===== src/rtl/intr_ctrl_n.sv =====
// Purpose : N-source light8080 interrupt controller. Edge/level sources, optional rotating priority, RST vector on INTA.
// Latency : ext_intr to cpu_intr is SYNC_STAGES+1 clocks; an INTA+RD read gives cpu_inst 1 clock later.
// Backpr. : the CPU paces the handshake. cpu_inst holds the vector until cpu_inta drops; no new arbitration happens meanwhile.
//
// Ports:
//   clock, reset_n           rising-edge clock, async active-low reset
//   ext_intr                 raw interrupt requests, active high
//   intr_ena                 per-source enable
//   intr_mode                per-source mode: 1 = rising edge, 0 = level
//   cpu_inte/inta/rd         CPU interrupt enable, acknowledge and read strobe
//   cpu_intr                 OR of the pending register
//   cpu_inst                 registered RST opcode; 0 outside an ack, so it can be OR-ed onto the bus
//   intr_pend                pending register, for status reads
//   intr_busy                handshake in progress
//   last_id                  index of the most recently acknowledged source
module intr_ctrl_n #(
    parameter int N_INTR      = 8,
    parameter int VEC_BASE    = 0,
    parameter int VEC_STEP    = 1,
    parameter int SYNC_STAGES = 2,
    parameter int ROTATE      = 0
) (
    input  logic              clock,
    input  logic              reset_n,
    input  logic [N_INTR-1:0] ext_intr,
    input  logic [N_INTR-1:0] intr_ena,
    input  logic [N_INTR-1:0] intr_mode,
    input  logic              cpu_inte,
    input  logic              cpu_inta,
    input  logic              cpu_rd,
    output logic              cpu_intr,
    output logic [7:0]        cpu_inst,
    output logic [N_INTR-1:0] intr_pend,
    output logic              intr_busy,
    output logic [2:0]        last_id
);

    localparam int IW = (N_INTR > 1) ? $clog2(N_INTR) : 1;

    typedef enum logic [1:0] {
        IDLE     = 2'd0,
        WAIT_ACK = 2'd1,
        HOLD     = 2'd2
    } state_t;

    state_t            state_q, state_d;
    logic [N_INTR-1:0] s_w;
    logic [N_INTR-1:0] prev_q, prev_d;
    logic [N_INTR-1:0] rise;
    logic [N_INTR-1:0] clr;
    logic [N_INTR-1:0] pend_q, pend_d;
    logic [2:0]        sel_q, sel_d;
    logic [2:0]        rot_ptr_q, rot_ptr_d;
    logic [2:0]        last_id_q, last_id_d;
    logic [7:0]        inst_q, inst_d;
    logic [2:0]        win;
    logic              found;
    int                arb_idx;
    logic [7:0]        vec;
    logic [7:0]        opcode;

    // Input synchroniser; zero stages means the requests are already synchronous to clock.
    generate
        if (SYNC_STAGES == 0) begin : g_nosync
            assign s_w = ext_intr;
        end else begin : g_sync
            logic [SYNC_STAGES-1:0][N_INTR-1:0] sync_q, sync_d;

            always_comb begin
                sync_d    = sync_q;
                sync_d[0] = ext_intr;
                for (int k = 1; k < SYNC_STAGES; k++) begin
                    sync_d[k] = sync_q[k-1];
                end
            end

            always_ff @(posedge clock or negedge reset_n) begin
                if (!reset_n) begin
                    sync_q <= '0;
                end else begin
                    sync_q <= sync_d;
                end
            end

            assign s_w = sync_q[SYNC_STAGES-1];
        end
    endgenerate

    always_comb begin
        prev_d = s_w;
        rise   = s_w & ~prev_q;
    end

    // Edge bits clear on ack, but a rise in the ack cycle wins and keeps the bit set.
    // Level bits simply follow the synchronised input.
    always_comb begin
        pend_d = '0;
        for (int i = 0; i < N_INTR; i++) begin
            if (intr_mode[i]) begin
                pend_d[i] = intr_ena[i] & ((pend_q[i] & ~clr[i]) | rise[i]);
            end else begin
                pend_d[i] = intr_ena[i] & s_w[i];
            end
        end
    end

    // Priority search. Fixed mode starts at bit 0; rotating mode starts at the
    // source after the last one acknowledged and wraps around.
    always_comb begin
        found   = 1'b0;
        win     = 3'd0;
        arb_idx = 0;
        for (int k = 0; k < N_INTR; k++) begin
            if (ROTATE != 0) begin
                arb_idx = int'(rot_ptr_q) + k;
            end else begin
                arb_idx = k;
            end
            if (arb_idx >= N_INTR) begin
                arb_idx = arb_idx - N_INTR;
            end
            if (!found && pend_q[IW'(arb_idx)]) begin
                found = 1'b1;
                win   = 3'(arb_idx);
            end
        end
    end

    always_comb begin
        vec    = 8'(VEC_BASE) + 8'(sel_q) * 8'(VEC_STEP);
        opcode = 8'hC7 | (vec << 3);
    end

    always_comb begin
        state_d   = state_q;
        sel_d     = sel_q;
        rot_ptr_d = rot_ptr_q;
        last_id_d = last_id_q;
        inst_d    = inst_q;
        clr       = '0;
        case (state_q)
            IDLE: begin
                if (found && cpu_inte) begin
                    sel_d   = win;
                    state_d = WAIT_ACK;
                end
            end
            WAIT_ACK: begin
                // The latched source is delivered even if its pending bit has since
                // dropped; aborting here would leave the CPU waiting on a bus read.
                if (cpu_inta && cpu_rd) begin
                    inst_d    = opcode;
                    last_id_d = sel_q;
                    clr       = N_INTR'(1) << sel_q;
                    rot_ptr_d = (sel_q == 3'(N_INTR - 1)) ? 3'd0 : sel_q + 3'd1;
                    state_d   = HOLD;
                end
            end
            HOLD: begin
                if (!cpu_inta) begin
                    inst_d  = 8'd0;
                    state_d = IDLE;
                end
            end
            default: begin
                state_d = IDLE;
            end
        endcase
    end

    always_ff @(posedge clock or negedge reset_n) begin
        if (!reset_n) begin
            state_q   <= IDLE;
            prev_q    <= '0;
            pend_q    <= '0;
            sel_q     <= 3'd0;
            rot_ptr_q <= 3'd0;
            last_id_q <= 3'd0;
            inst_q    <= 8'd0;
        end else begin
            state_q   <= state_d;
            prev_q    <= prev_d;
            pend_q    <= pend_d;
            sel_q     <= sel_d;
            rot_ptr_q <= rot_ptr_d;
            last_id_q <= last_id_d;
            inst_q    <= inst_d;
        end
    end

    assign cpu_intr  = |pend_q;
    assign cpu_inst  = inst_q;
    assign intr_pend = pend_q;
    assign intr_busy = (state_q != IDLE);
    assign last_id   = last_id_q;

endmodule


===== config.mk =====
export PLATFORM = sky130hd
export DESIGN_NAME = intr_ctrl_n
export DESIGN_NICKNAME = d
export VERILOG_FILES = /design/src/rtl/intr_ctrl_n.sv
export SDC_FILE = /design/constraint.sdc
export NUM_CORES = 1
export LEC_CHECK = 0
export BUFFER_PORTS_ARGS = -buffer_cell sky130_fd_sc_hd__buf_2
export CORE_ASPECT_RATIO = 0.6
export CORE_MARGIN = 2
export CORE_UTILIZATION = 48
export DETAILED_ROUTE_END_ITERATION = 6
export GPL_ROUTABILITY_DRIVEN = 0
export PLACE_DENSITY = 0.84
export SLEW_MARGIN = 40
export SYNTH_ARGS = -nofsm -noshare
export SYNTH_HDL_FRONTEND = slang
export SYNTH_SLANG_ARGS = --single-unit

===== constraint.sdc =====
create_clock -name clock -period 1.5 [get_ports clock]
set_clock_uncertainty 0.2 [all_clocks]
set_input_delay 0.15 -clock clock [delete_from_list [all_inputs] [get_ports clock]]
set_output_delay 0.15 -clock clock [all_outputs]
set_load 0.05 [all_outputs]

==> Word-level counts from Yosys, hierarchy flattened <==
Cells that the tools add are included.
W data, S select, Z words.
{ "word_totals": {"out_inout_bits": 21, "ff_bits": 48, "in_bits": 29, "elab_cells": 96} }
{ "op_classes": {"reduce_logical": 16, "eq_ne": 5, "mux": 24, "n_shift": 1, "n_bitwise": 42} }
{ "op_table": {"columns": ["op", "count"], "rows": [
  ["$mux W8", 4],
  ["$and A1 B1 Y1", 24],
  ["$pmux W8 S2", 1],
  ["$mux W1", 13],
  ["$mux W2", 5],
  ["$and A8 B8 Y8", 1],
  ["$not A1 Y1", 8],
  ["$not A8 Y8", 1],
  ["$or A1 B1 Y1", 8],
  ["$reduce_or A8 Y1", 1],
  ["$shl A1 B3 Y8 const A", 1],
  ["$ne A2 B2 Y1 const B", 3],
  ["$pmux W2 S3", 1],
  ["$reduce_and A3 Y1", 2],
  ["$logic_and A1 B1 Y1", 5],
  ["$reduce_and A2 Y1", 2],
  ["$reduce_bool A2 Y1", 2],
  ["$logic_not A1 Y1", 3],
  ["$eq A2 B1 Y1 const B", 1],
  ["$eq A2 B2 Y1 const B", 1],
  ["$logic_not A2 Y1", 1]
]} }

==> Depth between registers and ports, before layout <==
Gate-level depths: netlist of run 1.
{ "depth": {"ltp_word": 13, "mapped_depth": 4, "depth_no_buf": 3} }

==> Least setup slack after synthesis of run 1 <==
OpenSTA, ideal clock, no wires.
{ "synth_timing": {"path_type": "reg-to-output", "start": "reg pend_q[1], in the netlist intr_pend[1]", "end": "out cpu_intr", "n_path_buf": 0, "arrival_time_ps": 1334, "stages_incl_launch_ff": 3, "required_ps": 1150, "setup_slack_ps": -184, "path_cell_list": "dfrtp_1 > nor4_1 > nand2_1"} }
{ "synth_between": {"elab_chain_cells": 1} }
{ "synth_lines": {"columns": ["item", "line_no", "text"], "rows": [
  ["start: declaration", "51", "logic [N_INTR-1:0] pend_q, pend_d;"],
  ["start signal: assignment", "183", "pend_q <= pend_d;"],
  ["$reduce_or A8 Y1", "191", "assign cpu_intr = |pend_q;"],
  ["end: declaration", "31", "output logic cpu_intr,"]
]} }
Every way passes these cells.

==> Final worst setup path of run 1 <==
{ "layout_timing": {"start": "reg pend_q[7], in the netlist intr_pend[7]", "end": "out cpu_intr"} }
The elaborated chain is that of the path after synthesis.

==> flow_summary.json, run 1 <==
{
  "slew_headroom_pct": 65.97,
  "post-route-util_pct": 77.45,
  "setup_viol_count_final": 3,
  "fin_area_um2": 2238,
  "crit_arrival_ns": 1.31,
  "p_leak_nw": 1.062,
  "violations": "setup timing",
  "slowest_stage": "dfrtp_1",
  "die_h_um": 46.78,
  "synth-xor-area-share_pct": 0,
  "synth-simple-area-share_pct": 11.97,
  "fin_crit_ns": 1.662,
  "seq_area_frac_synth_pct": 70.09,
  "worstSetupPathType": "reg2out",
  "critPathRequiredTime_ns": 1.15,
  "grt_pass1_wl_mm": 5.733,
  "clock_latency_ns": 0.30,
  "synth_top_family_by_area": "compound AO/OA/AOI/OAI gates",
  "multi_input_comb_area_um2": 431.7,
  "fin_ws_ns": -0.1622,
  "wl_per_cell_um": 16.79,
  "power_w": 0.003527,
  "cpPeakStageDelay_ns": 0.43,
  "ys_types": 25,
  "nets": 226,
  "p_per_area_nw_per_um2": 1576,
  "io_buffers": 47,
  "grtUsageTotal_pct": 23.88,
  "mostFrequentLayoutCell": "buf_2",
  "path_cells": "nor4_4 -> nand2_2 -> buf_6",
  "fp.dieW_um": 75.30,
  "post-dp-hpwl_mm": 2.111,
  "drt-pass1-iter-count": 4,
  "initial_core_util_pct": 50.65,
  "syn_inst": 113,
  "worst_pin_slew_ns": 0.5105,
  "rsz0062_at_grt": "true",
  "maxSlewViolCount": 0,
  "critPathCaptureType": "output port",
  "cp-start-kind": "flip-flop",
  "min_period_over_period_pct": 110.8,
  "clock-root-buffer": "clkbuf_8",
  "dpl_cell_area_um2": 1737,
  "fmax_mhz": 601.6,
  "ir_drop_mv": 0.8172,
  "hp-class": "in2reg",
  "clk_pin_slew_ns": 0.08,
  "cts_buffers": 5,
  "gr-total-overflow": 0,
  "fillCellCount": 170,
  "antenna_found_initial": 0,
  "h-tree-depth": 2,
  "muxShareOfSynthArea_pct": 0,
  "clkSinkCount": 41,
  "totalWireLength_mm": 4.029,
  "synth_adder_area_share_pct": 0,
  "die_area_um2": 3522,
  "ios": 50,
  "syn2layout_area_growth_pct": 52.91,
  "r2r_slack_ns": 0,
  "drt_drc_violations_left": 0,
  "cp_max_fo": 3,
  "drive_above_1_share_pct": 41.92,
  "grt_pass1_vias": 1156,
  "ys_warn_count": 0,
  "synth_compound_area_share_pct": 12.82,
  "final_cell_mix": "buf_2, dfrtp_1, dlygate4sd3_1",
  "ys_ff_latch": 41,
  "hold_viol": 0,
  "grt_max_degree": 42,
  "clock_path_buffers": 2,
  "placementRows": 15,
  "regArea_um2": 1035,
  "core_area_um2": 2890,
  "vias": 1202,
  "drt_iter0_drc": 157,
  "setup_tns_ns": -0.2176,
  "status": "complete, but fails checks",
  "viasPerCell": 5.008,
  "synth.cell_area_um2": 1464,
  "postRouteAntennaNets": 0,
  "drv_cap": 0,
  "cts_tree": "done",
  "diodes": 0,
  "syn_area_per_cell_um2": 12.95
}
kinds of logic after synthesis:
logic type	count (synthesis)
DFF	41
and+or+nand+nor	32
AOI/OAI and AO/OA	28
buffers and inverters	11
other	1
metrics by stage:
stage               hold WS (ns)  setup slack [ns]  instances
floorplan                -0.3456           0.01705        114
global placement         0.02133           0.08823        199
detailed placement       0.02925          -0.01421        199
CTS                     0.006693           -0.1249        236
global route             0.03093           -0.2013        240
finish                  0.008587           -0.1622        240
final cells by class:
cell class | instances | area share, %
sequential | 41 | 46.23
clock buffer | 7 | 3.857
tap | 42 | 2.348
timing repair buffer | 83 | 26.27
inverter | 4 | 0.6708
clock inverter | 1 | 1.342
multi-input combinational | 62 | 19.28
timing repair:
action | 4_1_cts | 5_1_grt
pin swaps | 1 | 7
endpoints found under the setup margin | 3 | 8
cloned | 0 | 0
hold endpoints to repair | 58 | 0
hold buffers | 25 | 0
resized for setup | 11 | 6
buffers inserted | 4 | 5
cell usage after synthesis:
master	n	area share [%]
nor2b_1	4	1.7
and2_1	1	0.43
a21boi_1	4	2.1
o311ai_1	4	2.4
o22ai_1	2	0.85
a31o_1	1	0.60
buf_4	6	3.1
o21a_1	1	0.51
and3_2	1	0.51
a22oi_1	4	2.1
conb_1	1	0.26
o21ai_1	1	0.34
nor4_1	2	0.85
a21oi_1	3	1.0
o21ai_0	7	2.4
o22a_1	1	0.60
nand4b_4	1	1.6
inv_1	4	1.0
nand2_1	16	4.1
nand3b_1	1	0.51
or2_2	1	0.43
buf_6	1	0.77
nor2_1	4	1.0
dfrtp_1	41	70
or3b_4	1	0.77
layer usage:
metal,vias to the layer above,track usage [%],part of all wire (%)
li1,547,-,-
met1,590,29.14,42
met2,51,39.65,49
met3,14,7.511,5.1
met4,0,11.93,3.2
met5,-,0,0
worst paths after layout:
check,endpoint,startpoint,depth (start not counted)
setup / recovery,cpu_intr,intr_pend[7],3
hold / removal,intr_pend[4],intr_mode[4],3
setup reg to reg,sel_q[0],state_q[1],3
hold reg to reg,prev_d[3],g_sync.sync_d[11],0
max in group asynchronous,intr_pend[0],reset_n,3
min in group asynchronous,prev_q[3],reset_n,3
report_power, final:
group / internal [W] / switching [W] / total (W)
sequential: 0.00126 / 0.000164 / 0.00142
combinational: 0.000422 / 0.000761 / 0.00118
clock: 0.000543 / 0.000377 / 0.000920
critical path: cells and delay by family, from the launching register on:
kind | cells | cell delay, ns
DFF | 1 | 0.43
buffers and inverters | 1 | 0.17
and+or+nand+nor | 2 | 0.41
sequential cells by signal, summed over array words and instances (netlist names):
signal,cells
sel_q,2
g_sync.sync_d,8
state_q,2
last_id,2
prev_q,8
intr_pend,8
cpu_inst,3
prev_d,8
Power figures use the tool's default switching activity.
==> inputs of run 2 (changes only) <==
--- a/config.mk
+++ b/config.mk
@@ -12,6 +12,7 @@
 export DETAILED_ROUTE_END_ITERATION = 6
 export GPL_ROUTABILITY_DRIVEN = 0
 export PLACE_DENSITY = 0.84
+export SKIP_CTS_REPAIR_TIMING = 1
 export SLEW_MARGIN = 40
 export SYNTH_ARGS = -nofsm -noshare
 export SYNTH_HDL_FRONTEND = slang
==> flow_summary.json, run 2 (synthesis results as in run 1) <==
{
  "status": "complete, but fails checks",
  "violations": "hold timing, setup timing",
  "clock_path_buffers": 2,
  "wl_per_cell_um": 14.56,
  "power_w": 0.003390,
  "rsz0062_at_grt": "true",
  "placementRows": 15,
  "drv_cap": 0,
  "mostFrequentLayoutCell": "buf_2",
  "ios": 50,
  "p_clk_share_pct": 26.7,
  "clkSinkCount": 41,
  "placed_cells": 199,
  "fin_area_um2": 2160,
  "hp-class": "in2reg",
  "drt_iter0_drc": 105,
  "critPathTopFamily": "flip-flops",
  "dpl_cell_area_um2": 1737,
  "cp_max_fo": 5,
  "setup_viol_count_final": 2,
  "hold_viol": 2,
  "syn2layout_area_growth_pct": 47.52,
  "ir_drop_mv": 0.8837,
  "clk_pin_slew_ns": 0.08,
  "critPathCaptureType": "output port",
  "vias": 1160,
  "core_area_um2": 2890,
  "cp-startpoint": "intr_pend[0]",
  "finalNonFillerCells": 233,
  "post-dp-hpwl_mm": 2.111,
  "totalWireLength_mm": 3.393,
  "fp.dieW_um": 75.30,
  "drt_drc_violations_left": 0,
  "diodes": 0,
  "worstSetupPathType": "reg2out",
  "final_cell_mix": "buf_2, dfrtp_1, dlygate4sd3_1",
  "p_leak_nw": 1.024,
  "min_period_over_period_pct": 110.2,
  "grt_pass1_wl_mm": 4.298,
  "cts_buffers": 5,
  "initial_core_util_pct": 50.65,
  "viasPerCell": 4.979,
  "io_buffers": 47,
  "p_sw_share_pct": 35.91,
  "p_int_w": 0.002173,
  "drt-pass1-iter-count": 4,
  "gr-total-overflow": 0,
  "fin_crit_ns": 1.654,
  "cts_tree": "done",
  "fmax_mhz": 604.7,
  "power_frac_seq_pct": 42.2,
  "timing.rr.start": "intr_pend[0]",
  "slowest_stage": "dfrtp_2",
  "cp_num_buf_inv": 1,
  "grt_max_degree": 42,
  "combPwrFrac_pct": 31.1,
  "h-tree-depth": 2,
  "path_cells": "nor4_4 -> nand2_2 -> buf_6",
  "die_area_um2": 3522,
  "maxSlewViolCount": 0,
  "antenna_found_initial": 0,
  "setup_tns_ns": -0.1822,
  "clock-root-buffer": "clkbuf_8",
  "p_sw_w": 0.001217,
  "grtUsageTotal_pct": 17.68,
  "fin_ws_ns": -0.1536,
  "critPathRequiredTime_ns": 1.15,
  "grt_pass1_vias": 974,
  "cp-start-kind": "flip-flop",
  "postRouteAntennaNets": 0,
  "hp-start": "intr_mode[7]",
  "die_h_um": 46.78,
  "nets": 219,
  "drive_above_1_share_pct": 40.31,
  "p_per_area_nw_per_um2": 1570,
  "crit_arrival_ns": 1.30,
  "cpPeakStageDelay_ns": 0.44,
  "clock_latency_ns": 0.29,
  "hold_slack_ns": -0.02429
}
## run 2: worst paths after layout
| check | to | cells after the start | slack, ns |
|---|---|---|---|
| min in group asynchronous | prev_q[3] | 3 | 0.24 |
| max in group asynchronous | intr_pend[0] | 3 | 0.48 |
| setup / recovery | cpu_intr | 3 | -0.15 |
| hold / removal | intr_pend[7] | 3 | -0.02 |
| setup reg to reg | sel_q[1] | 4 | 0.04 |
| hold reg to reg | prev_d[1] | 0 | 0.15 |
## run 2: metal layers
metal / routed length (um) / share of wire (%) / global-route usage, %
met5: 0 / 0 / 0
met4: 10 / 0.29 / 6.316
met3: 217 / 6.4 / 5.579
met2: 1755 / 52 / 30.61
met1: 1411 / 42 / 21.58
## run 2: final cells by class
cell class | instances | area [um2]
Tap cell | 42 | 52.55
Clock buffer | 7 | 86.33
Inverter | 4 | 15.01
Multi-Input combinational cell | 62 | 414.1
Timing Repair Buffer | 76 | 526.8
Fill cell | 184 | 730.7
Clock inverter | 1 | 30.03
Sequential cell | 41 | 1035
## run 2: worst register-to-register path: stages, from the launching register on
cell and delay [ns]:
dfrtp_2 0.44, nor4_4 0.34, buf_4 0.17, nor2_2 0.04
o22a_1 0.18
## run 2: metrics by stage
| step | util (%) | setup slack [ns] |
|---|---|---|
| 2_1_floorplan | - | 0.01705 |
| 3_5_place_dp | 60.09 | -0.01421 |
| 5_1_grt | 74.72 | -0.2157 |
| 3_3_place_gp | 60.09 | 0.08823 |
| 6_report | 74.72 | -0.1536 |
| 4_1_cts | 64.11 | -0.2421 |
## run 2: power by group through the flow
stage,registers (W),logic [W],clock network [W]
after floorplan,0.00162,0.000473,0
after global placement,0.00141,0.000852,0
after detailed placement,0.00143,0.000873,0
after CTS,0.00141,0.000877,0.000896
after global routing,0.00145,0.00111,0.000965
final,0.00143,0.00105,0.000905
